==> src/rtl/arb_out_fifo.sv <==
// Output FIFO behind the 3-input arbiter: absorbs bursts from a stream with no
// backpressure and presents a first-word-fall-through valid/ready interface.
module arb_out_fifo #(
    parameter int WORD_BITS  = 32,
    parameter int DEPTH_LOG2 = 3
) (
    input  logic                  clk,
    input  logic                  rst,
    input  logic [WORD_BITS-1:0]  iSnk0Data,
    input  logic                  iSnk0Valid,
    output logic [WORD_BITS-1:0]  oSrc0Data,
    output logic                  oSrc0Valid,
    input  logic                  iSrc0Ready,
    output logic [DEPTH_LOG2:0]   oCount,
    output logic                  oFull,
    output logic                  oOvf,
    input  logic                  iOvfClr
);

    localparam int DEPTH = 2 ** DEPTH_LOG2;
    localparam logic [DEPTH_LOG2:0] DEPTH_CNT = (DEPTH_LOG2 + 1)'(DEPTH);

    logic [WORD_BITS-1:0]  mem [DEPTH];

    logic [DEPTH_LOG2-1:0] wr_ptr_reg, wr_ptr_next;
    logic [DEPTH_LOG2-1:0] rd_ptr_reg, rd_ptr_next;
    logic [DEPTH_LOG2:0]   count_reg, count_next;
    logic                  valid_reg, valid_next;
    logic                  full_reg, full_next;
    logic                  ovf_reg, ovf_next;
    logic [WORD_BITS-1:0]  head_reg, head_next;

    logic pop, push_ok, drop;

    always_comb begin
        pop         = valid_reg & iSrc0Ready;
        push_ok     = iSnk0Valid & (~full_reg | pop);
        drop        = iSnk0Valid & ~push_ok;

        wr_ptr_next = push_ok ? wr_ptr_reg + 1'b1 : wr_ptr_reg;
        rd_ptr_next = pop ? rd_ptr_reg + 1'b1 : rd_ptr_reg;

        count_next  = count_reg;
        if (push_ok && !pop)
            count_next = count_reg + 1'b1;
        else if (pop && !push_ok)
            count_next = count_reg - 1'b1;

        valid_next  = (count_next != '0);
        full_next   = (count_next == DEPTH_CNT);

        // Registered head read: if nothing older survives this edge, the new
        // head is the word being written right now, so bypass the array.
        head_next   = head_reg;
        if (count_reg == {{DEPTH_LOG2{1'b0}}, pop}) begin
            if (push_ok)
                head_next = iSnk0Data;
        end else begin
            head_next = mem[rd_ptr_next];
        end

        // A drop in the same cycle as a clear leaves the flag set.
        ovf_next    = drop | (ovf_reg & ~iOvfClr);
    end

    always_ff @(posedge clk) begin
        if (push_ok)
            mem[wr_ptr_reg] <= iSnk0Data;
    end

    always_ff @(posedge clk) begin
        if (rst) begin
            wr_ptr_reg <= '0;
            rd_ptr_reg <= '0;
            count_reg  <= '0;
            valid_reg  <= 1'b0;
            full_reg   <= 1'b0;
            ovf_reg    <= 1'b0;
            head_reg   <= '0;
        end else begin
            wr_ptr_reg <= wr_ptr_next;
            rd_ptr_reg <= rd_ptr_next;
            count_reg  <= count_next;
            valid_reg  <= valid_next;
            full_reg   <= full_next;
            ovf_reg    <= ovf_next;
            head_reg   <= head_next;
        end
    end

    assign oSrc0Data  = head_reg;
    assign oSrc0Valid = valid_reg;
    assign oCount     = count_reg;
    assign oFull      = full_reg;
    assign oOvf       = ovf_reg;

endmodule

==> config.mk <==
export PLATFORM = sky130hd
export DESIGN_NAME = arb_out_fifo
export DESIGN_NICKNAME = d
export VERILOG_FILES = /design/src/rtl/arb_out_fifo.sv
export SDC_FILE = /design/constraint.sdc
export NUM_CORES = 1
export LEC_CHECK = 0
export CORE_ASPECT_RATIO = 0.6
export CORE_UTILIZATION = 55
export CTS_BUF_LIST = sky130_fd_sc_hd__clkbuf_8 sky130_fd_sc_hd__clkbuf_16
export CTS_CLUSTER_DIAMETER = 50
export DETAILED_ROUTE_END_ITERATION = 6
export MAX_ROUTING_LAYER = met4
export PLACE_DENSITY = 0.79
export SYNTH_ARGS = -nofsm -noshare
export SYNTH_HDL_FRONTEND = slang
export SYNTH_SLANG_ARGS = --single-unit
==> constraint.sdc <==
create_clock -name clk -period 6.15 [get_ports clk]
set_input_delay 1.23 -clock clk [delete_from_list [all_inputs] [get_ports clk]]
set_output_delay 1.23 -clock clk [all_outputs]
set_load 0.01 [all_outputs]
==> results_dict.tcl <==
set metrics [dict create \
    status "complete, no violations" \
    io_pins 76 \
    grt_pass1_vias 9279 \
    dieArea_um2 25100 \
    total_power_mw 5.08 \
    cts-htree-levels 1 \
    p_sw_frac 0.277 \
    worstMarginPinSlew_ps 1160 \
    postCtsSetupBuffers 0 \
    p_clk_frac 0.339 \
    cts_buffers 27 \
    ant_nets 0 \
    synthArstFlopShare 0 \
    hold_viol_final 0 \
    ys_seq_area_frac 0.638 \
    maxCapViolations 0 \
    rsz0062_at_grt "no" \
    fin_area_um2 15300 \
    initialDrtViolationCount 1330 \
    period_needed_ps 4060 \
    nets 1106 \
    yosysUniqueCellTypes 57 \
    largest-register "mem" \
    ys_ff_latch 301 \
    drive_gt1_frac 0.112 \
    antenna_found_initial 0 \
    drt_wl_total_mm 35.3 \
    final_common_cell "edfxtp_1" \
    drc 0 \
    fin_setup_tns_ps 0 \
    cts_sinks 301 \
    slew_viol_final 0 \
    comb_power_share 0.177 \
    slew-limit-headroom 0.228 \
    synth_edf_count 256 \
    cts_resized 0 \
    via_count 9817 \
    largest_reg_flops 256 \
    syn_inst 1042 \
    synth_nets 1083 \
    rr_startpoint "rd_ptr_reg[1]" \
    row_count 43 \
    start_util 0.571 \
    grt-ovfl-total 0 \
    power_density_nw_per_um2 333 \
    synth_area_um2 13500 \
    dieWidth_um 204 \
    cts_buffer_depth 3 \
    seq_power_share 0.485 \
    place.gp.congestion 0.837 \
    crit_arrival_ps 4470 \
    end_kind "register" \
    p_leak_nw 4.86 \
    wl_per_cell_um 25.2 \
    holdPathEnd "oOvf" \
    core_um2 23600 \
    instances_no_fill 1400 \
    placement.io_buffers 75 \
    area_delta_synth_final_pct 13.6 \
    worstRegToRegCells 7 \
    grt_pass1_wl_mm 54.5 \
    worstHoldPathType "reg -> reg" \
    syn_avg_cell_area_um2 12.9 \
    dpl_cell_area_um2 14400 \
    post-place-ws_ps 1600 \
    clkLatencyLatePin_ps 560 \
    setup_slack_ps 2090 \
    cts-root-buf "clkbuf_16" \
    diodes 0 \
    grt_max_degree 71 \
    hpwl_mm 19.4 \
    intPower_mw 3.67 \
    regToRegEndpoint "oSrc0Data[26]" \
    fp.dieH_um 123 \
    startpoint "iSrc0Ready" \
    p_switching_mw 1.41 \
    tritoncts "done" \
    vias_per_cell 7.01 \
    postCtsHoldBufs 0 \
    setup_viol 0 \
    first_pass_iters 5 \
    crit_type "in -> reg" \
    final_cell_mix "edfxtp_1 (256), nand3_1 (95), clkdlybuf4s50_1 (75)" \
    yosysWarnings 0 \
    clock.fmax_mhz 246 \
    r2r_slack_ps 2100 \
    ir_drop_mv 0.226 \
    worstSetupStartpointType "input pin" \
    grtUsageTotal 0.295 \
    synthFlopType "edfxtp_1" \
    finClkSkew_ps 14.0 \
    min-delay-start "oOvf" \
    critPathRequiredTime_ps 6560 \
    clkSlewWorstSetupHoldPaths_ps 70 \
    placed_cells 1351 \
    crit_path_max_fanout 35 \
    fin_crit_sh 0.660 \
    hold_depth 2 \
]
## kinds of logic after synthesis
group | count (synthesis) | share of synthesized area
AO/OA/AOI/OAI | 342 | 0.186
XOR/XNOR | 9 | 0.00697
adder cells (fa/ha/maj) | 4 | 0.00372
buffers and inverters | 109 | 0.0374
flip-flops | 301 | 0.638
multiplexers | 61 | 0.0482
AND/OR/NAND/NOR | 216 | 0.0797
## metrics by stage
step	utilization	hold WS, ps
6_report	0.649	495
5_1_grt	0.649	564
4_1_cts	0.649	503
3_5_place_dp	0.611	483
3_3_place_gp	0.611	472
2_1_floorplan	-	498
## cell usage after synthesis, drive strengths merged, types with 6 or more instances
cell type,count,area (µm²)
and3,31,194
a211oi,60,450
clkbuf,54,203
o221ai,61,541
inv,7,26.3
a21oi,71,355
a221oi,33,289
nor3,9,45.0
nand2,16,70.1
nor2,51,194
xnor2,6,67.6
mux2,31,349
edfxtp,256,7690
nand3,95,475
buf,48,274
dfxtp,45,901
o21ai,36,184
a22oi,30,225
o32ai,30,263
mux2i,30,300
## worst max-delay path: stages
cell and delay, ps:
clkdlybuf4s50_1 790, a21bo_2 710, nand2_2 820, mux2_2 550
o221ai_1 190, o221ai_1 160
## power groups by stage
stage	sequential (mW)	clock [mW]	combinational, mW
floorplan	2.46	0	0.537
global placement	2.50	0	0.863
detailed placement	2.50	0	0.882
CTS	2.46	1.73	0.887
global route	2.47	1.81	0.964
finish	2.46	1.72	0.898
## layer usage
metal / wire length [µm] / share of wire / global-route usage / vias up
li1: - / - / - / 4283
met1: 15300 / 0.43 / 0.443 / 4855
met2: 15500 / 0.44 / 0.419 / 627
met3: 3970 / 0.11 / 0.0472 / 52
met4: 542 / 0.015 / 0.0742 / 0
met5: 0 / 0 / - / -
## final cells by class
class                           count  area, µm²
Sequential cell                   301       8600
Fill cell                        1697       8280
Multi-Input combinational cell    632       4470
Timing Repair Buffer               96        908
Clock buffer                       31        731
Tap cell                          315        394
Clock inverter                     18        163
Inverter                            7       26.3
## worst max-delay path by stage
stage	to	slack (ps)	depth (start not counted)
3_3_place_gp	oSrc0Data[26]	1660	6
2_1_floorplan	mem[0][0]	690	6
3_5_place_dp	oSrc0Data[22]	1600	6
4_1_cts	oSrc0Data[26]	2120	7
6_report	oSrc0Data[26]	2090	6
5_1_grt	oSrc0Data[19]	1880	7
Power figures use the tool's default switching activity.
